--- config.mk ---
export PLATFORM = sky130hd
export DESIGN_NAME = seven_segment_scan_decoder
export DESIGN_NICKNAME = d
export VERILOG_FILES = /design/src/rtl/seven_segment_scan_decoder.sv
export SDC_FILE = /design/constraint.sdc
export NUM_CORES = 1
export LEC_CHECK = 0
export BUFFER_PORTS_ARGS = -buffer_cell sky130_fd_sc_hd__buf_2
export CORE_ASPECT_RATIO = 1.2
export CORE_MARGIN = 1
export CORE_UTILIZATION = 34
export CTS_BUF_LIST = sky130_fd_sc_hd__clkbuf_16
export DETAILED_ROUTE_END_ITERATION = 16
export PLACE_DENSITY = 0.55
export SYNTH_ARGS = -nofsm -noshare
export SYNTH_HDL_FRONTEND = slang
export SYNTH_SLANG_ARGS = --single-unit
export TNS_END_PERCENT = 1
--- constraint.sdc ---
create_clock -name clk -period 3.4 [get_ports clk]
set_clock_uncertainty 0.05 [all_clocks]
set_input_delay 0.17 -clock clk [delete_from_list [all_inputs] [get_ports clk]]
set_output_delay 0.17 -clock clk [all_outputs]
set_load 0.005 [all_outputs]
--- src/rtl/seven_segment_scan_decoder.sv ---
// Decodes a multiplexed active-low seven-segment scan back into a 16-bit hex word.
// value publishes two cycles after the capture that completes a qualifying frame; no backpressure.
module seven_segment_scan_decoder #(
   parameter int SETTLE_CYCLES = 4,
   parameter int STABLE_FRAMES = 2,
   parameter int IDLE_TIMEOUT  = 1000000
) (
   input  logic        clk,
   input  logic        reset,
   input  logic        AN1,
   input  logic        AN2,
   input  logic        AN3,
   input  logic        AN4,
   input  logic        CA,
   input  logic        CB,
   input  logic        CC,
   input  logic        CD,
   input  logic        CE,
   input  logic        CF,
   input  logic        CG,
   input  logic        DP,
   output logic [15:0] value,
   output logic        value_valid,
   output logic        frame_done,
   output logic        glyph_error
);

   localparam int                IDLE_W   = $clog2(IDLE_TIMEOUT + 1);
   localparam logic [7:0]        SETTLE_N = 8'(SETTLE_CYCLES);
   localparam logic [3:0]        STABLE_N = 4'(STABLE_FRAMES);
   localparam logic [IDLE_W-1:0] IDLE_N   = IDLE_W'(IDLE_TIMEOUT);

   // Pin vector: [3:0] anodes (bit 0 = AN1), [10:4] segments a..g (a at bit 10), [11] DP
   logic [11:0] pins_raw;
   logic [11:0] sync_meta_q, sync_meta_d;
   logic [11:0] sync_q, sync_d;

   logic [1:0]  prev_idx_q, prev_idx_d;
   logic [6:0]  prev_seg_q, prev_seg_d;
   logic        prev_vld_q, prev_vld_d;
   logic [7:0]  settle_q, settle_d;
   logic        armed_q, armed_d;

   logic [15:0] slot_q, slot_d;
   logic [3:0]  bad_q, bad_d;
   logic [3:0]  mask_q, mask_d;
   logic [15:0] frame_word_q, frame_word_d;
   logic        frame_bad_q, frame_bad_d;
   logic        frame_done_q, frame_done_d;
   logic        glyph_error_q, glyph_error_d;

   logic [15:0] cand_q, cand_d;
   logic [3:0]  match_q, match_d;
   logic [15:0] value_q, value_d;
   logic        value_valid_q, value_valid_d;
   logic [IDLE_W-1:0] idle_q, idle_d;

   logic [3:0]  an_low;
   logic [6:0]  seg_lit;
   logic [1:0]  idx;
   logic        idx_vld;
   logic        same, new_act, arm_eff, capture, complete, timeout, legal;
   logic [3:0]  nib;
   logic [3:0]  sel;
   logic        dp_unused;

   assign pins_raw  = {DP, CA, CB, CC, CD, CE, CF, CG, AN4, AN3, AN2, AN1};
   assign dp_unused = sync_q[11];

   always_comb begin
      sync_meta_d = pins_raw;
      sync_d      = sync_meta_q;
      an_low      = ~sync_q[3:0];
      seg_lit     = ~sync_q[10:4];

      idx     = 2'd0;
      idx_vld = 1'b1;
      case (an_low)
         4'b0001: idx = 2'd0;
         4'b0010: idx = 2'd1;
         4'b0100: idx = 2'd2;
         4'b1000: idx = 2'd3;
         default: idx_vld = 1'b0;
      endcase

      // Lit pattern {a,b,c,d,e,f,g} back to a hex nibble
      legal = 1'b1;
      nib   = 4'h0;
      case (seg_lit)
         7'h7E: nib = 4'h0;
         7'h30: nib = 4'h1;
         7'h6D: nib = 4'h2;
         7'h79: nib = 4'h3;
         7'h33: nib = 4'h4;
         7'h5B: nib = 4'h5;
         7'h5F: nib = 4'h6;
         7'h70: nib = 4'h7;
         7'h7F: nib = 4'h8;
         7'h7B: nib = 4'h9;
         7'h77: nib = 4'hA;
         7'h1F: nib = 4'hB;
         7'h4E: nib = 4'hC;
         7'h3D: nib = 4'hD;
         7'h4F: nib = 4'hE;
         7'h47: nib = 4'hF;
         default: legal = 1'b0;
      endcase

      same    = idx_vld && prev_vld_q && (idx == prev_idx_q) && (seg_lit == prev_seg_q);
      new_act = idx_vld && !(prev_vld_q && (idx == prev_idx_q));
      if (!idx_vld)
         settle_d = 8'd0;
      else if (same)
         settle_d = (settle_q == 8'hFF) ? settle_q : settle_q + 8'd1;
      else
         settle_d = 8'd1;

      // One capture per anode activation; a new index re-arms in the same cycle
      arm_eff = armed_q || new_act;
      capture = idx_vld && arm_eff && (settle_d == SETTLE_N);
      armed_d = !idx_vld ? 1'b1 : (capture ? 1'b0 : arm_eff);

      prev_vld_d = idx_vld;
      prev_idx_d = idx;
      prev_seg_d = seg_lit;

      sel          = 4'b0001 << idx;
      slot_d       = slot_q;
      bad_d        = bad_q;
      mask_d       = mask_q;
      frame_word_d = frame_word_q;
      frame_bad_d  = frame_bad_q;
      if (capture) begin
         slot_d[{idx, 2'b00} +: 4] = nib;
         bad_d[idx]                = !legal;
         mask_d                    = mask_q | sel;
      end
      complete = capture && (mask_d == 4'hF);
      if (complete) begin
         frame_word_d = slot_d;
         frame_bad_d  = |bad_d;
         mask_d       = 4'h0;
         bad_d        = 4'h0;
      end
      frame_done_d  = complete;
      glyph_error_d = capture && !legal;

      cand_d        = cand_q;
      match_d       = match_q;
      value_d       = value_q;
      value_valid_d = value_valid_q;
      if (frame_done_q) begin
         if (frame_bad_q) begin
            match_d = 4'd0;
         end else if (frame_word_q == cand_q) begin
            match_d = (match_q >= STABLE_N) ? STABLE_N : match_q + 4'd1;
         end else begin
            cand_d  = frame_word_q;
            match_d = 4'd1;
         end
         if (!frame_bad_q && (match_d == STABLE_N)) begin
            value_d       = cand_d;
            value_valid_d = 1'b1;
         end
      end

      // Counter saturates at the timeout so the idle condition persists until the next capture
      timeout = !capture && (idle_q >= IDLE_N - IDLE_W'(1));
      if (capture)
         idle_d = '0;
      else if (timeout)
         idle_d = IDLE_N;
      else
         idle_d = idle_q + IDLE_W'(1);
      if (timeout) begin
         value_valid_d = 1'b0;
         mask_d        = 4'h0;
         bad_d         = 4'h0;
         match_d       = 4'd0;
      end
   end

   always_ff @(posedge clk) begin
      if (reset) begin
         sync_meta_q   <= 12'hFFF;
         sync_q        <= 12'hFFF;
         prev_idx_q    <= 2'd0;
         prev_seg_q    <= 7'd0;
         prev_vld_q    <= 1'b0;
         settle_q      <= 8'd0;
         armed_q       <= 1'b1;
         slot_q        <= 16'h0;
         bad_q         <= 4'h0;
         mask_q        <= 4'h0;
         frame_word_q  <= 16'h0;
         frame_bad_q   <= 1'b0;
         frame_done_q  <= 1'b0;
         glyph_error_q <= 1'b0;
         cand_q        <= 16'h0;
         match_q       <= 4'd0;
         value_q       <= 16'h0;
         value_valid_q <= 1'b0;
         idle_q        <= '0;
      end else begin
         sync_meta_q   <= sync_meta_d;
         sync_q        <= sync_d;
         prev_idx_q    <= prev_idx_d;
         prev_seg_q    <= prev_seg_d;
         prev_vld_q    <= prev_vld_d;
         settle_q      <= settle_d;
         armed_q       <= armed_d;
         slot_q        <= slot_d;
         bad_q         <= bad_d;
         mask_q        <= mask_d;
         frame_word_q  <= frame_word_d;
         frame_bad_q   <= frame_bad_d;
         frame_done_q  <= frame_done_d;
         glyph_error_q <= glyph_error_d;
         cand_q        <= cand_d;
         match_q       <= match_d;
         value_q       <= value_d;
         value_valid_q <= value_valid_d;
         idle_q        <= idle_d;
      end
   end

   assign value       = value_q;
   assign value_valid = value_valid_q;
   assign frame_done  = frame_done_q;
   assign glyph_error = glyph_error_q;

endmodule

==> metrics.cfg, run 1 <==
[synthesis]
synth_area_per_cell_um2 = 8.97
ys_top_cells_by_count = dfxtp_1, nor2_1, nand3_1, a21oi_1, mux2i_1
yosysUniqueCellTypes = 62
yosysMostFrequentCell = dfxtp_1
seq_area_frac_synth_pct = 45.5
async_flop_share_pct = 0
synth-seq-cells = 141
synth_warnings = 0
synth_edf_count = 0
synth_top_area_cell = dfxtp_1
synthesis.nets = 718
synth_top_area_share_pct = 45.5
yosys-top-cells-area = dfxtp_1, nor2_1, mux2i_1
syn_inst = 692
syn-cell-area_mm2 = 0.00621
synth_flop_cell = dfxtp_1

[placed_design]
place_congestion = 0.856
port-buffer-count = 31
dp_cells = 916
dpl_cell_area_mm2 = 0.00655
dp_hpwl_um = 8420

[job]
maxCapViolations = 0

[critical_path]
reg2regPathDepth = 8
critPathLaunchType = register
r2r_start = settle_q[0]
cp.arrival_ps = 3120
rrSetupSlack_ps = 500
startpoint = settle_q[0]
worst-setup-path-type = register to register
worst-endpoint-required_ps = 3620
reg2reg_to = frame_word_q[5]
worst-path-max-fanout = 7
crit_path_end_kind = register
cp-endpoint = frame_word_q[5]

[routing]
drtAntennaViolNets = 0
drtPass1Iterations = 12
drt_iter0_markers = 342
viasPerCell = 4.95
wl_per_cell_um = 12.6
wl_um = 12100
num_vias = 4743
drc_errors = 3

[global_route]
grt_pass1_wl_um = 21300
gr-total-overflow = 0
grt_pass1_vias = 4636
grtUsageTotal_pct = 14.1
antenna_found_initial = 0
grt_max_degree = 69

[die]
die_area_mm2 = 0.0188
num_rows = 53
die_w_um = 125
start_util_pct = 35.1
die_y_um = 150
coreArea_mm2 = 0.0177
io_pins = 33

[timing]
clock.fmax_ghz = 0.345
timing.final.crit_share_pct = 85.4
slew_viol_final = 0
final_hold_viol_count = 0
rsz0062_at_grt = false
setup_viol = 0
slew_headroom_pct = 52.8
finalSetupTns_ps = 0
final.min_clock_period_ps = 2900
worst-slew-pin-transition_ps = 701

[outcome]
violations = DRC
status = finished with violations

[pwr]
finalPower_mw = 3.66
ir_drop_v = 0.000363
p_leak_nw = 2.68
power.density_mw_per_mm2 = 505

[clocking]
cts_tree = yes
htreeDepth = 4
cts_setup_buffers = 0
numCtsBuffers = 17
cts_max_path_buffers = 2
cts.reportedPaths.clkPinSlew_ps = 60
cts_root_buf = clkbuf_16
clock_latency_ps = 410
cts.sinks = 141
post_cts_resized = 0

[layout]
syn_to_final_growth_pct = 16.7
multi_input_area_mm2 = 0.00316
fin_cells = 958
final_design_area_no_fill_mm2 = 0.00724
drive_gt1_share_pct = 14.8
layout.nets = 752
seq_area_mm2 = 0.00282
fill_cells = 1744
final_core_util_pct = 40.9
n_antenna_cell = 0

[worst_hold_path]
hold_class = input port to register

[how the worst min path moves through the flow]
stage / cells after the start / slack (ps) / startpoint / end
6_report: 2 / 170 / reset / prev_seg_q[6]
5_1_grt: 2 / 210 / reset / prev_seg_q[6]
2_1_floorplan: 1 / 220 / AN1 / sync_d[0]
3_3_place_gp: 2 / 300 / AN3 / sync_d[2]
3_5_place_dp: 2 / 300 / AN2 / sync_d[1]
4_1_cts: 2 / 160 / reset / prev_seg_q[3]
[cell families after synthesis]
| logic type | count (synthesis) | share of synthesized area (%) |
|---|---|---|
| and+or+nand+nor | 290 | 23.8 |
| AOI/OAI and AO/OA | 116 | 12.6 |
| adders and majority gates | 12 | 2.42 |
| buffers and inverters | 53 | 3.69 |
| xor gates and xnor gates | 46 | 6.49 |
| DFF | 141 | 45.5 |
| muxes | 34 | 5.48 |
[cell usage in the layout (no fill, tap or decap), types with 4 or more instances in the layout]
cell type,Yosys,routed
buf_2,5,31
nand2b_1,5,5
mux2i_1,34,34
o31ai_1,4,4
buf_4,2,12
clkbuf_16,0,17
dfxtp_1,141,141
nor4_1,7,7
ha_1,12,12
inv_1,14,17
and3_1,13,13
nand3_1,42,42
dlygate4sd3_1,0,11
a21oi_1,40,40
or2_2,25,25
o21ai_0,13,13
nand2_1,32,32
nor2_1,113,112
nand4_1,11,11
a211oi_1,32,32
nor3_1,5,5
xor2_1,13,13
xnor2_1,33,33
nand3b_1,5,5
[final cells by class]
| cell class | instances | share of cell area, % |
|---|---|---|
| Clock inverter | 14 | 2.14 |
| Multi-Input combinational cell | 498 | 43.6 |
| Inverter | 14 | 0.726 |
| Sequential cell | 141 | 39.0 |
| Tap cell | 220 | 3.80 |
| Timing Repair Buffer | 54 | 4.91 |
| Clock buffer | 17 | 5.87 |
[metal layers]
metal / wire, um / part of all wire, % / GRT usage (%)
met1: 5770 / 48 / 16.6
met2: 5810 / 48 / 24.1
met3: 341 / 2.8 / 3.65
met4: 196 / 1.6 / 5.98
met5: 0 / 0 / 0
[power by group]
group          switching (mW)  internal [mW]  leakage, nW
combinational          0.0818         0.0621         1.25
clock                   0.682           1.14        0.286
sequential             0.0216           1.67         1.14
[through the flow]
stage / hold WS (ps) / setup slack [ps]
2_1_floorplan: 224 / 821
3_3_place_gp: 302 / 551
3_5_place_dp: 304 / 499
4_1_cts: 155 / 466
5_1_grt: 209 / 220
6_report: 172 / 497
[timing repair]
action	CTS	global route
hold endpoints to repair	11	0
hold buffers	11	0
setup endpoints to repair	0	0
[sequential cells by signal (all words and copies together) (netlist names), 4 cells and up]
signal,flops
idle_q,20
cand_q,16
frame_word_q,16
slot_q,16
value,16
sync_d,11
sync_q,11
settle_q,8
prev_seg_q,7
bad_q,4
mask_q,4
match_q,4
[worst max-delay path: stages (launching register included)]
cell and delay, ps:
dfxtp_1 470, ha_1 290, or4b_1 480, nor3_2 200, o211ai_4 180, nor3_2 410
nand2_1 270, mux2i_1 290, a211oi_2 110
Power figures use the tool's default switching activity.
==> run 2, diff against run 1 <==
--- a/config.mk
+++ b/config.mk
@@ -12,6 +12,7 @@
 export CTS_BUF_LIST = sky130_fd_sc_hd__clkbuf_16
 export DETAILED_ROUTE_END_ITERATION = 16
 export PLACE_DENSITY = 0.55
+export RECOVER_POWER = 50
 export SYNTH_ARGS = -nofsm -noshare
 export SYNTH_HDL_FRONTEND = slang
 export SYNTH_SLANG_ARGS = --single-unit
==> run 2 against run 1 <==
Net effect:
- the run still ends with DRC left
- clock power barely moved
- wire length is 0.50% higher
- cell area fell by 0.41%
- global-route usage stayed put
- critical path depth is the same
- largest power group unchanged
- highest routed layer unchanged
==> metrics.cfg, run 2 (synthesized netlist as in run 1, its figures left out) <==
[outcome]
status = finished with violations
violations = DRC

[pwr]
p_int_mw = 2.87
p_leak_nw = 2.64
seq_power_share_pct = 46.3
switchingPower_mw = 0.787
ir_drop_v = 0.000363
power.density_mw_per_mm2 = 507
swShare_pct = 21.5
clock_power_share_pct = 49.8
pwr-share-comb_pct = 3.9

[timing]
worst-slew-pin-transition_ps = 705
finalSetupTns_ps = 0
slew_headroom_pct = 52.6
slew_viol_final = 0
clock.fmax_ghz = 0.339
final_hold_viol_count = 0
final.min_clock_period_ps = 2950
whs_ps = 173
timing.final.ws_setup_ps = 449
rsz0062_at_grt = false
timing.final.crit_share_pct = 86.8
setup_viol = 0

[routing]
wl_um = 12200
num_vias = 4765
drtAntennaViolNets = 0
drtPass1Iterations = 13
viasPerCell = 4.97
drc_errors = 3
wl_per_cell_um = 12.7
drt_iter0_markers = 344

[clocking]
numCtsBuffers = 17
cts_max_path_buffers = 2
htreeDepth = 4
cts.sinks = 141
cts_root_buf = clkbuf_16
cts_tree = yes
cts.reportedPaths.clkPinSlew_ps = 60
clock_latency_ps = 410

[critical_path]
startpoint = settle_q[0]
cpLargestDelayFamily = simple AND/OR/NAND/NOR gates
cp.depth = 8
cp_slowest_cell = or4b_1
rrSetupSlack_ps = 450
crit_chain = ha_1 > or4b_1 > nor3_2 > o211ai_4 > nor3_1 > or2_1 > nand2b_1 > nor2_1
cp.arrival_ps = 3180
worst-endpoint-required_ps = 3630
worst-path-max-fanout = 13
cp-endpoint = idle_q[11]
crit_path_end_kind = register
reg2reg_to = idle_q[11]
r2r_start = settle_q[0]
worst_path_largest_cell_delay_ps = 480
worst-setup-path-type = register to register
path_buf_inv = 0
critPathLaunchType = register
reg2regPathDepth = 8

[placed_design]
place_congestion = 0.856
dp_cells = 916
port-buffer-count = 31
pre_cts_ws_ps = 499
dp_hpwl_um = 8420

[die]
die_y_um = 150
start_util_pct = 35.1
die_area_mm2 = 0.0188
io_pins = 33
coreArea_mm2 = 0.0177
die_w_um = 125
num_rows = 53

[global_route]
grt_pass1_vias = 4636
grt_use_met2_pct = 24.1
grt_max_degree = 69
gr-total-overflow = 0
grt_pass1_wl_um = 21300
gr-usage-met3_pct = 3.65
met1_usage_pct = 16.6
grtUsageTotal_pct = 14.1
grt-busiest-layer = met2
antenna_found_initial = 0

[layout]
layout.nets = 752
fin_cells = 958
top_register = idle_q
largest_reg_flops = 20
n_antenna_cell = 0
drive_gt1_share_pct = 13.7
fill_cells = 1750
layout_common_cells = dfxtp_1, nor2_1, nand3_1
final_common_cell = dfxtp_1
syn_to_final_growth_pct = 16.2

[worst_hold_path]
hold_class = input port to register

[job]
maxCapViolations = 0

run 2: cell count changes in the layout (fill, tap and decap cells not counted), sizes merged:
| cell | before | now |
|---|---|---|
| buf | 43 | 35 |
| clkbuf | 17 | 25 |
run 2: area by class of cell:
class	instances	area [um^2]	area share (%)
inverter	14	52.6	0.729
multi-input combinational	498	3150	43.6
clock buffer	17	425	5.90
timing repair buffer	54	337	4.67
clock inverter	14	155	2.15
tap	220	275	3.82
sequential	141	2820	39.1
run 2: how the worst min path moves through the flow:
stage	from	end	slack, ps	depth (start not counted)
after detailed placement	AN2	sync_d[1]	300	2
after global placement	AN3	sync_d[2]	300	2
after CTS	reset	prev_seg_q[3]	160	2
after global routing	reset	prev_seg_q[6]	210	2
final	reset	prev_seg_q[6]	170	2
after floorplan	AN1	sync_d[0]	220	1
run 2: per-layer routing:
layer	part of all wire, %	vias up
met5	0	-
met4	1.6	0
met3	3.1	18
met2	48	76
met1	48	2190
li1	-	2481
run 2: what timing repair did:
action / 4_1_cts / 5_1_grt
buffers inserted: 0 / 0
resized for setup: 0 / 0
hold buffers: 11 / 0
endpoints found under the setup margin: 0 / 0
endpoints found under the hold margin: 11 / 0
run 2: power by group through the flow:
stage / logic [mW] / clock network [mW] / registers, mW
after floorplan: 0.111 / 0 / 1.72
after global placement: 0.132 / 0 / 1.73
after detailed placement: 0.135 / 0 / 1.73
after CTS: 0.145 / 1.87 / 1.69
after global routing: 0.158 / 1.95 / 1.70
final: 0.142 / 1.82 / 1.69
run 2: per-stage QoR:
| stage | instance area, um^2 | total power [mW] | util, % |
|---|---|---|---|
| after CTS | 7240 | 3.71 | 40.9 |
| after global placement | 6550 | 1.86 | 37.0 |
| after detailed placement | 6550 | 1.87 | 37.0 |
| after floorplan | 6210 | 1.83 | - |
| final | 7210 | 3.66 | 40.7 |
| after global routing | 7210 | 3.81 | 40.7 |
